### config.mk
export PLATFORM = sky130hd
export DESIGN_NAME = branch_redirect_arbiter_flat
export DESIGN_NICKNAME = d
export VERILOG_FILES = /design/src/rtl/branch_redirect_arbiter_if.sv /design/src/rtl/branch_redirect_arbiter.sv /design/src/flat_wrapper.sv
export SDC_FILE = /design/constraint.sdc
export NUM_CORES = 1
export LEC_CHECK = 0
export BUFFER_PORTS_ARGS = -buffer_cell sky130_fd_sc_hd__buf_2
export CORE_AREA = 2 2 135 137
export DETAILED_ROUTE_END_ITERATION = 12
export DIE_AREA = 0 0 137 139
export HOLD_SLACK_MARGIN = 0.12
export PLACE_DENSITY = 0.7
export RECOVER_POWER = 100
export SLEW_MARGIN = 10
export SYNTH_ARGS = -nofsm -noshare
export SYNTH_HDL_FRONTEND = slang
export SYNTH_SLANG_ARGS = --single-unit
### constraint.sdc
create_clock -name clk -period 6.75 [get_ports clk]
set_input_delay 0.675 -clock clk [delete_from_list [all_inputs] [get_ports clk]]
set_output_delay 0.675 -clock clk [all_outputs]
set_load 0.02 [all_outputs]
### src/rtl/branch_redirect_arbiter_if.sv
// Redirect/repair bundle between the flush requesters, fetch/BPU and the redirect arbiter.
// The slave modport is the arbiter's view; master is the requester/fetch side.
interface branch_redirect_arbiter_if #(
    parameter int unsigned ADDR_W = 32,
    parameter int unsigned CKPT_W = 64,
    parameter int unsigned ACT_W  = 4
);
    logic              exc_req_i;
    logic [ADDR_W-1:0] exc_dest_i;
    logic              sba_req_i;
    logic [ADDR_W-1:0] sba_dest_i;
    logic [CKPT_W-1:0] sba_ckpt_i;
    logic [ACT_W-1:0]  sba_act_i;
    logic              fba_req_i;
    logic [ADDR_W-1:0] fba_dest_i;
    logic [CKPT_W-1:0] fba_ckpt_i;
    logic [ACT_W-1:0]  fba_act_i;
    logic              sba_grant_o;
    logic              fba_grant_o;
    logic              fba_kill_o;
    logic              redir_valid_o;
    logic              redir_ready_i;
    logic [ADDR_W-1:0] redir_pc_o;
    logic              repair_en_o;
    logic [CKPT_W-1:0] repair_ckpt_o;
    logic [ACT_W-1:0]  repair_act_o;
    logic              fe_stall_o;
    logic              busy_o;

    modport master (
        output exc_req_i, exc_dest_i,
        output sba_req_i, sba_dest_i, sba_ckpt_i, sba_act_i,
        output fba_req_i, fba_dest_i, fba_ckpt_i, fba_act_i,
        output redir_ready_i,
        input  sba_grant_o, fba_grant_o, fba_kill_o,
        input  redir_valid_o, redir_pc_o,
        input  repair_en_o, repair_ckpt_o, repair_act_o,
        input  fe_stall_o, busy_o
    );

    modport slave (
        input  exc_req_i, exc_dest_i,
        input  sba_req_i, sba_dest_i, sba_ckpt_i, sba_act_i,
        input  fba_req_i, fba_dest_i, fba_ckpt_i, fba_act_i,
        input  redir_ready_i,
        output sba_grant_o, fba_grant_o, fba_kill_o,
        output redir_valid_o, redir_pc_o,
        output repair_en_o, repair_ckpt_o, repair_act_o,
        output fe_stall_o, busy_o
    );
endinterface

### src/rtl/branch_redirect_arbiter.sv
// Arbitrates exception / second-stage / first-stage flushes onto the single fetch redirect
// port, then replays the winner's checkpoint into the BPU over REPAIR_CYCLES cycles.
module branch_redirect_arbiter #(
    parameter int unsigned ADDR_W        = 32,
    parameter int unsigned CKPT_W        = 64,
    parameter int unsigned ACT_W         = 4,
    parameter int unsigned REPAIR_CYCLES = 2
) (
    input logic                      clk,
    input logic                      rst,
    branch_redirect_arbiter_if.slave arb_io
);

    localparam int unsigned CntW = (REPAIR_CYCLES > 1) ? $clog2(REPAIR_CYCLES) : 1;

    typedef enum logic [1:0] {StIdle, StHold, StRepair} state_e;
    // Encoded so that a larger value means an architecturally older flush.
    typedef enum logic [1:0] {SrcFba = 2'd0, SrcSba = 2'd1, SrcExc = 2'd2} src_e;

    state_e            state_q, state_d;
    src_e              src_q, src_d;
    logic [ADDR_W-1:0] pc_q, pc_d;
    logic [CKPT_W-1:0] ckpt_q, ckpt_d;
    logic [ACT_W-1:0]  act_q, act_d;
    logic [CntW-1:0]   cnt_q, cnt_d;

    src_e              win_src;
    logic [ADDR_W-1:0] win_pc;
    logic [CKPT_W-1:0] win_ckpt;
    logic [ACT_W-1:0]  win_act;
    logic              req_any;
    logic              capture;
    logic              kill_held;
    logic              fba_granted;

    // Oldest pending request; exceptions never carry a repair.
    always_comb begin
        req_any  = arb_io.exc_req_i | arb_io.sba_req_i | arb_io.fba_req_i;
        win_src  = SrcFba;
        win_pc   = arb_io.fba_dest_i;
        win_ckpt = arb_io.fba_ckpt_i;
        win_act  = arb_io.fba_act_i;
        if (arb_io.exc_req_i) begin
            win_src  = SrcExc;
            win_pc   = arb_io.exc_dest_i;
            win_ckpt = '0;
            win_act  = '0;
        end else if (arb_io.sba_req_i) begin
            win_src  = SrcSba;
            win_pc   = arb_io.sba_dest_i;
            win_ckpt = arb_io.sba_ckpt_i;
            win_act  = arb_io.sba_act_i;
        end
    end

    always_comb begin
        state_d   = state_q;
        src_d     = src_q;
        pc_d      = pc_q;
        ckpt_d    = ckpt_q;
        act_d     = act_q;
        cnt_d     = cnt_q;
        capture   = 1'b0;
        kill_held = 1'b0;

        unique case (state_q)
            StIdle: begin
                if (req_any) begin
                    capture = 1'b1;
                    state_d = StHold;
                end
            end
            StHold: begin
                // An older flush supersedes the held one even if fetch takes it this cycle.
                if (req_any && (win_src > src_q)) begin
                    capture   = 1'b1;
                    kill_held = (src_q == SrcFba);
                end else if (arb_io.redir_ready_i) begin
                    if (act_q[0]) begin
                        state_d = StRepair;
                        cnt_d   = CntW'(REPAIR_CYCLES - 1);
                    end else begin
                        state_d = StIdle;
                    end
                end
            end
            StRepair: begin
                if (arb_io.exc_req_i) begin
                    capture = 1'b1;
                    state_d = StHold;
                end else if (cnt_q == '0) begin
                    state_d = StIdle;
                end else begin
                    cnt_d = cnt_q - CntW'(1);
                end
            end
            default: state_d = StIdle;
        endcase

        if (!rst) begin
            capture   = 1'b0;
            kill_held = 1'b0;
        end

        if (capture) begin
            src_d  = win_src;
            pc_d   = win_pc;
            ckpt_d = win_ckpt;
            act_d  = win_act;
        end

        // Held entry is cleared on return to idle so the outputs read zero there.
        if (state_d == StIdle) begin
            src_d  = SrcFba;
            pc_d   = '0;
            ckpt_d = '0;
            act_d  = '0;
            cnt_d  = '0;
        end
    end

    always_ff @(posedge clk) begin
        if (!rst) begin
            state_q <= StIdle;
            src_q   <= SrcFba;
            pc_q    <= '0;
            ckpt_q  <= '0;
            act_q   <= '0;
            cnt_q   <= '0;
        end else begin
            state_q <= state_d;
            src_q   <= src_d;
            pc_q    <= pc_d;
            ckpt_q  <= ckpt_d;
            act_q   <= act_d;
            cnt_q   <= cnt_d;
        end
    end

    always_comb begin
        fba_granted        = capture && (win_src == SrcFba);
        arb_io.sba_grant_o = capture && (win_src == SrcSba);
        arb_io.fba_grant_o = fba_granted;
        // FBA is squashed whenever an older flush wins or is already held.
        arb_io.fba_kill_o  = rst && (kill_held ||
                             (arb_io.fba_req_i && !fba_granted &&
                              (arb_io.exc_req_i || arb_io.sba_req_i ||
                               ((state_q != StIdle) && (src_q != SrcFba)))));
        arb_io.redir_valid_o = (state_q == StHold);
        arb_io.repair_en_o   = (state_q == StRepair);
        arb_io.fe_stall_o    = (state_q != StIdle);
        arb_io.busy_o        = (state_q != StIdle);
        arb_io.redir_pc_o    = pc_q;
        arb_io.repair_ckpt_o = ckpt_q;
        arb_io.repair_act_o  = act_q;
    end

endmodule

### src/flat_wrapper.sv
// flat-port wrapper written by rule: the top's interface ports become plain ports
module branch_redirect_arbiter_flat 
#(
    parameter int unsigned ADDR_W        = 32,
    parameter int unsigned CKPT_W        = 64,
    parameter int unsigned ACT_W         = 4,
    parameter int unsigned REPAIR_CYCLES = 2
)
  (clk, rst, arb_io_exc_req_i, arb_io_exc_dest_i, arb_io_sba_req_i, arb_io_sba_dest_i, arb_io_sba_ckpt_i, arb_io_sba_act_i, arb_io_fba_req_i, arb_io_fba_dest_i, arb_io_fba_ckpt_i, arb_io_fba_act_i, arb_io_redir_ready_i, arb_io_sba_grant_o, arb_io_fba_grant_o, arb_io_fba_kill_o, arb_io_redir_valid_o, arb_io_redir_pc_o, arb_io_repair_en_o, arb_io_repair_ckpt_o, arb_io_repair_act_o, arb_io_fe_stall_o, arb_io_busy_o);
  branch_redirect_arbiter_if #(.ADDR_W(ADDR_W), .CKPT_W(CKPT_W), .ACT_W(ACT_W)) arb_io_i ();
  input logic clk;
  input logic rst;
  input wire logic [$bits(arb_io_i.exc_req_i)-1:0] arb_io_exc_req_i;
  input wire logic [$bits(arb_io_i.exc_dest_i)-1:0] arb_io_exc_dest_i;
  input wire logic [$bits(arb_io_i.sba_req_i)-1:0] arb_io_sba_req_i;
  input wire logic [$bits(arb_io_i.sba_dest_i)-1:0] arb_io_sba_dest_i;
  input wire logic [$bits(arb_io_i.sba_ckpt_i)-1:0] arb_io_sba_ckpt_i;
  input wire logic [$bits(arb_io_i.sba_act_i)-1:0] arb_io_sba_act_i;
  input wire logic [$bits(arb_io_i.fba_req_i)-1:0] arb_io_fba_req_i;
  input wire logic [$bits(arb_io_i.fba_dest_i)-1:0] arb_io_fba_dest_i;
  input wire logic [$bits(arb_io_i.fba_ckpt_i)-1:0] arb_io_fba_ckpt_i;
  input wire logic [$bits(arb_io_i.fba_act_i)-1:0] arb_io_fba_act_i;
  input wire logic [$bits(arb_io_i.redir_ready_i)-1:0] arb_io_redir_ready_i;
  output wire logic [$bits(arb_io_i.sba_grant_o)-1:0] arb_io_sba_grant_o;
  output wire logic [$bits(arb_io_i.fba_grant_o)-1:0] arb_io_fba_grant_o;
  output wire logic [$bits(arb_io_i.fba_kill_o)-1:0] arb_io_fba_kill_o;
  output wire logic [$bits(arb_io_i.redir_valid_o)-1:0] arb_io_redir_valid_o;
  output wire logic [$bits(arb_io_i.redir_pc_o)-1:0] arb_io_redir_pc_o;
  output wire logic [$bits(arb_io_i.repair_en_o)-1:0] arb_io_repair_en_o;
  output wire logic [$bits(arb_io_i.repair_ckpt_o)-1:0] arb_io_repair_ckpt_o;
  output wire logic [$bits(arb_io_i.repair_act_o)-1:0] arb_io_repair_act_o;
  output wire logic [$bits(arb_io_i.fe_stall_o)-1:0] arb_io_fe_stall_o;
  output wire logic [$bits(arb_io_i.busy_o)-1:0] arb_io_busy_o;
  assign arb_io_i.exc_req_i = arb_io_exc_req_i;
  assign arb_io_i.exc_dest_i = arb_io_exc_dest_i;
  assign arb_io_i.sba_req_i = arb_io_sba_req_i;
  assign arb_io_i.sba_dest_i = arb_io_sba_dest_i;
  assign arb_io_i.sba_ckpt_i = arb_io_sba_ckpt_i;
  assign arb_io_i.sba_act_i = arb_io_sba_act_i;
  assign arb_io_i.fba_req_i = arb_io_fba_req_i;
  assign arb_io_i.fba_dest_i = arb_io_fba_dest_i;
  assign arb_io_i.fba_ckpt_i = arb_io_fba_ckpt_i;
  assign arb_io_i.fba_act_i = arb_io_fba_act_i;
  assign arb_io_i.redir_ready_i = arb_io_redir_ready_i;
  assign arb_io_sba_grant_o = arb_io_i.sba_grant_o;
  assign arb_io_fba_grant_o = arb_io_i.fba_grant_o;
  assign arb_io_fba_kill_o = arb_io_i.fba_kill_o;
  assign arb_io_redir_valid_o = arb_io_i.redir_valid_o;
  assign arb_io_redir_pc_o = arb_io_i.redir_pc_o;
  assign arb_io_repair_en_o = arb_io_i.repair_en_o;
  assign arb_io_repair_ckpt_o = arb_io_i.repair_ckpt_o;
  assign arb_io_repair_act_o = arb_io_i.repair_act_o;
  assign arb_io_fe_stall_o = arb_io_i.fe_stall_o;
  assign arb_io_busy_o = arb_io_i.busy_o;
  branch_redirect_arbiter #(.ADDR_W(ADDR_W), .CKPT_W(CKPT_W), .ACT_W(ACT_W), .REPAIR_CYCLES(REPAIR_CYCLES)) u_core (.clk(clk), .rst(rst), .arb_io(arb_io_i));
endmodule
== Word level (Yosys, flattened, before mapping) ==
Index checks and enable logic that the tools add are counted.
Cells by class
  $add $sub $neg: 1
  $lt $le $gt $ge: 1
  equality and inequality tests: 7
  multiplexer cells: 29
  bitwise operators: 3
  reduce and logical (&&, ||, !) cells: 20
Operators with widths (number)
  $mux 64: 2
  $mux 32: 2
  $mux 2: 7
  $mux 1: 13
  $logic_not 2->1: 4
  $mux 4: 2
  $logic_and 1x1->1: 7
  $ne 2x2->1 const B: 3
  $pmux 2 s3: 1
  $reduce_bool 2->1: 3
  $reduce_and 5->1: 1
  $eq 2x1->1 const B: 2
  $logic_or 1x1->1: 3
  $pmux 1 s3: 1
  $eq 2x2->1 const B: 1
  $gt 2x2->1: 1
  $ne 2x1->1 const B: 1
  $or 1x1->1: 2
  $pmux 1 s2: 1
  $reduce_or 2->1: 1
  $logic_not 1->1: 1
  $not 1->1: 1
  $sub 1x1->1 const B: 1
Word-level totals
  flip-flop bits (word level): 105
  bits of input ports: 238
  logic and storage cells: 67

== Logic depth before layout (Yosys ltp) ==
  depth in word-level cells: 13
  mapped depth: 12
  gate-level depth less buffers: 8

== Worst setup path after synthesis ==
OpenSTA, ideal clock, no wires.
  path type: input port to output port
  start: input arb_io_exc_req_i
  end: output arb_io_fba_grant_o
  arrival time: 2.824 ns
  data required time: 6.075 ns
  path slack: 3.251 ns
  stages: 10
  path through: inv_2 -> clkbuf_1 -> clkbuf_1 -> nand2_1 -> ha_1 -> a21oi_1 -> a32oi_2 -> buf_6 -> buf_6 -> nor3_1
On the way
  word-level cells in the longest chain between the ends: 7
  elaborated cells on any way between the ends: 12
  classes of those cells: 1 x order compare; 6 x mux; 2 x bitwise; 3 x reduce/logical
RTL lines
  start: declaration: line flat_wrapper.sv:13  | input wire logic [$bits(arb_io_i.exc_req_i)-1:0] arb_io_exc_req_i;
  $mux 2 or $or 1x1->1 (tied branches): line branch_redirect_arbiter.sv:43, branch_redirect_arbiter.sv:38
  $gt 2x2->1 or $or 1x1->1 (tied branches): line branch_redirect_arbiter.sv:75, branch_redirect_arbiter.sv:38
  $logic_and 1x1->1: line branch_redirect_arbiter.sv:75  | if (req_any && (win_src > src_q)) begin
  $mux 1: line branch_redirect_arbiter.sv:75
  $pmux 1 s3: line branch_redirect_arbiter.sv:66  | unique case (state_q)
  $mux 1: line branch_redirect_arbiter.sv:100  | if (!rst) begin
  $logic_and 1x1->1 (*): line branch_redirect_arbiter.sv:141  | fba_granted = capture && (win_src == SrcFba);
  end: declaration: line flat_wrapper.sv:25  | output wire logic [$bits(arb_io_i.fba_grant_o)-1:0] arb_io_fba_grant_o;
Every way passes the cells marked *; elsewhere a longest branch is shown, timed or not.

== Final worst setup path ==
  start: input arb_io_sba_req_i
  end: register u_core.ckpt_q[52], in the netlist u_core.arb_io.repair_ckpt_o[52]
On the way
  word-level cells in the longest chain between the ends: 8
  elaborated cells on any way between the ends: 17
  classes of those cells: 1 x order compare; 11 x mux; 2 x bitwise; 3 x reduce/logical
RTL lines
  start: declaration: line flat_wrapper.sv:15  | input wire logic [$bits(arb_io_i.sba_req_i)-1:0] arb_io_sba_req_i;
  $mux 1: line branch_redirect_arbiter.sv:48  | end else if (arb_io.sba_req_i) begin
  $mux 2: line branch_redirect_arbiter.sv:43  | if (arb_io.exc_req_i) begin
  $gt 2x2->1: line branch_redirect_arbiter.sv:75
  $logic_and 1x1->1: line branch_redirect_arbiter.sv:75
  $mux 2: line branch_redirect_arbiter.sv:75
  $pmux 2 s3: line branch_redirect_arbiter.sv:66
  $logic_not 2->1: line branch_redirect_arbiter.sv:113  | if (state_d == StIdle) begin
  $reduce_or 2->1 (no line)
  end signal: assignment: line branch_redirect_arbiter.sv:134  | ckpt_q <= ckpt_d;
  end: declaration: line branch_redirect_arbiter.sv:23  | logic [CKPT_W-1:0] ckpt_q, ckpt_d;
Several ways; a longest one is shown, not always the timed one.
A chain may end at the register's enable or synchronous reset.

==> results.sh <==
export IMPL_status="complete, but fails checks"
export IMPL_violations="capacitance limit, slew limit"
export IMPL_path_cells="buf_4 -> nand2_1 -> ha_1 -> nand2_1 -> o211ai_1 -> a21o_1 -> o21ba_1 -> buf_4 -> a21oi_1"
export IMPL_antenna_found_initial=0
export IMPL_drt_iter0_markers=232
export IMPL_drt_total_wl_mm=16.9
export IMPL_h_tree_depth=3
export IMPL_cts_root_buffer="clkbuf_16"
export IMPL_hold_path_class="reg -> reg"
export IMPL_ys_ff_latch=105
export IMPL_final_period_utilization_pct=64.2
export IMPL_dr_pass1_iters=4
export IMPL_num_antenna_cells=0
export IMPL_synth_edf_count=0
export IMPL_synth_area_um2=5460
export IMPL_peakVddDrop_v=0.000143
export IMPL_viasPerCell=4.81
export IMPL_critPathKind="in -> reg"
export IMPL_io_buffers=344
export IMPL_p_per_area_nw_per_um2=215
export IMPL_io_pins=345
export IMPL_clock_power_share_pct=33.9
export IMPL_antenna_left=0
export IMPL_grt_usage_pct=17.1
export IMPL_hold_ws_ps=450
export IMPL_end_kind="flip-flop"
export IMPL_vias=5653
export IMPL_drcViolationCount=0
export IMPL_cts_hold_buf=0
export IMPL_slowest_stage="o21ba_1"
export IMPL_rows=49
export IMPL_grt_pass1_vias=5375
export IMPL_yosys_top_cells_area="dfxtp_1, mux2_2, nand2_1"
export IMPL_drive_gt1_share_pct=35.4
export IMPL_wire_per_inst_um=14.4
export IMPL_drv_slew=56
export IMPL_synth_largest_area_cell="dfxtp_1"
export IMPL_fp_dieH_um=139
export IMPL_syn_area_per_cell_um2=8.51
export IMPL_async_reset_ff_share_pct=0
export IMPL_timing_fmax_mhz=231
export IMPL_setup_violations=0
export IMPL_grt_first_pass_wirelength_mm=26.0
export IMPL_path_clk_slew_ps=70
export IMPL_rsz0062_at_grt="false"
export IMPL_grt_start_max_net_pins=102
export IMPL_seq_area_um2=2100
export IMPL_multiInputGateArea_um2=2970
export IMPL_p_leak_nw=3.00
export IMPL_synth_cell_types=36
export IMPL_yosysTopAreaCellShare_pct=38.5
export IMPL_cts_buffers=9
export IMPL_nFillCells=1877
export IMPL_p_sw_share_pct=30.7
export IMPL_clk_path_buf_depth=2
export IMPL_area_delta_synth_final_pct=34.0
export IMPL_slowest_delay_ps=1670
export IMPL_crit_fanout=55
export IMPL_cts_sinks=105
export IMPL_p_switching_w=0.000482
export IMPL_cp_data_required_time_ps=6960
export IMPL_cts_resized=0
export IMPL_grt_ovfl_total=0
export IMPL_final_hold_violation_count=0
export IMPL_pwr_share_comb_pct=23.3
export IMPL_cap_violations=1
export IMPL_start_util_pct=30.9
export IMPL_netlist_instances=641
export IMPL_internal_power_w=0.00109
export IMPL_core_um2=17700
export IMPL_relSlewSlack_pct=-44.3
export IMPL_min_period_ps=4330
export IMPL_design_die_area_um2=19000
export IMPL_tightestPinTransition_ps=2160
export IMPL_synth_main_ff_cell="dfxtp_1"
export IMPL_finalNetCount=1181
export IMPL_insertion_delay_ps=340
export IMPL_fin_skew_ps=11.8
export IMPL_tns_ps=0
export IMPL_gp_congestion=0.806
export IMPL_worst_ep_arrival_time_ps=4540
export IMPL_pwr_share_seq_pct=42.8
export IMPL_synth_net_count=881
export IMPL_yosysSeqAreaShare_pct=38.5
export IMPL_cts_tree="built"
export IMPL_post_cts_setup_buffers=0
export IMPL_die_w_um=137
export IMPL_dp_hpwl_mm=12.2
export IMPL_power_total_w=0.00157
export IMPL_ys_warn_count=0
export IMPL_start_kind="primary input"
[synthesized netlist by cell type, types with 2 or more instances]
| library cell | number |
|---|---|
| nand2_1 | 138 |
| dfxtp_1 | 105 |
| a21oi_1 | 83 |
| nand3_1 | 69 |
| mux2_2 | 68 |
| mux2i_1 | 32 |
| o211ai_1 | 32 |
| buf_2 | 25 |
| clkbuf_1 | 23 |
| a21oi_2 | 20 |
| buf_6 | 8 |
| inv_1 | 3 |
| nor2b_1 | 3 |
| nor3_1 | 3 |
| and3_1 | 2 |
| buf_1 | 2 |
| buf_4 | 2 |
| ha_1 | 2 |
| nor2_1 | 2 |
| o21a_1 | 2 |
| o21ai_0 | 2 |
[path summary, 6_finish.rpt]
path | start | to | slack [ps] | depth (start not counted)
max | arb_io_sba_req_i | u_core.arb_io.repair_ckpt_o[52]$_SDFFE_PP0P_ | 2420 | 9
min | u_core.arb_io.repair_ckpt_o[13]$_SDFFE_PP0P_ | u_core.arb_io.repair_ckpt_o[13]$_SDFFE_PP0P_ | 450 | 2
max reg2reg | u_core.src_q[1]$_SDFFE_PP0P_ | u_core.arb_io.repair_ckpt_o[52]$_SDFFE_PP0P_ | 2840 | 8
min reg2reg | u_core.arb_io.repair_ckpt_o[13]$_SDFFE_PP0P_ | u_core.arb_io.repair_ckpt_o[13]$_SDFFE_PP0P_ | 450 | 2
[area by class of cell]
class                           count  share of cell area [%]
Tap cell                          229                    3.92
Clock buffer                        9                    3.08
Timing Repair Buffer              349                    22.3
Sequential cell                   105                    28.8
Clock inverter                      7                    1.06
Multi-Input combinational cell    472                    40.7
Inverter                            4                   0.240
[state kept, by name, indices dropped and copies added, names as in the netlist]
register / cells
u_core.arb_io.repair_ckpt_o: 64
u_core.arb_io.redir_pc_o: 32
u_core.arb_io.repair_act_o: 4
u_core.src_q: 2
u_core.state_q: 2
u_core.cnt_q: 1
[metal layers]
metal / up-vias / global-route usage (%) / wire length [um]
li1: 2858 / - / -
met1: 2542 / 19.3 / 6750
met2: 225 / 30.6 / 8410
met3: 28 / 3.84 / 1370
met4: 0 / 6.84 / 411
met5: - / 0 / 0
[kinds of logic after synthesis]
| family | after synthesis | synth area share, % |
|---|---|---|
| adders and majority gates | 2 | 0.459 |
| and+or+nand+nor | 222 | 17.5 |
| muxes | 100 | 19.9 |
| DFF | 105 | 38.5 |
| buffers and inverters | 64 | 6.21 |
| AOI/OAI and AO/OA | 148 | 17.4 |
[through the flow]
step	setup slack, ps	util [%]	cells	area, um^2
3_3_place_gp	3070	40.8	1159	7210
3_5_place_dp	3030	40.8	1159	7210
6_report	2420	41.4	1175	7310
2_1_floorplan	3250	-	641	5460
4_1_cts	3400	42.6	1175	7510
5_1_grt	1930	41.4	1175	7310
[power by group through the flow]
stage | combinational (W) | clock (W) | sequential (W)
global placement | 0.000381 | 0 | 0.000684
CTS | 0.000385 | 0.000553 | 0.000671
floorplan | 0.000207 | 0 | 0.000726
detailed placement | 0.000384 | 0 | 0.000685
global route | 0.000403 | 0.000575 | 0.000677
finish | 0.000366 | 0.000532 | 0.000672
[worst max-delay path: cells and delay by family]
family | cells | cell delay [ps]
buffers and inverters | 2 | 1160
adders and majority gates | 1 | 330
AOI/OAI and AO/OA | 4 | 2110
and+or+nand+nor | 2 | 210
[cells in the final DEF, fill, tap and decap left out, drive strengths merged, types with 2 or more instances in the layout]
master / count
buf: 242
nand2: 138
clkbuf: 116
dfxtp: 105
a21oi: 103
nand3: 69
mux2: 68
o211ai: 33
mux2i: 32
inv: 6
nor2b: 3
nor3: 3
clkinv: 3
o21a: 2
nor2: 2
o21ai: 2
and3: 2
ha: 2
Power figures use the tool's default switching activity.
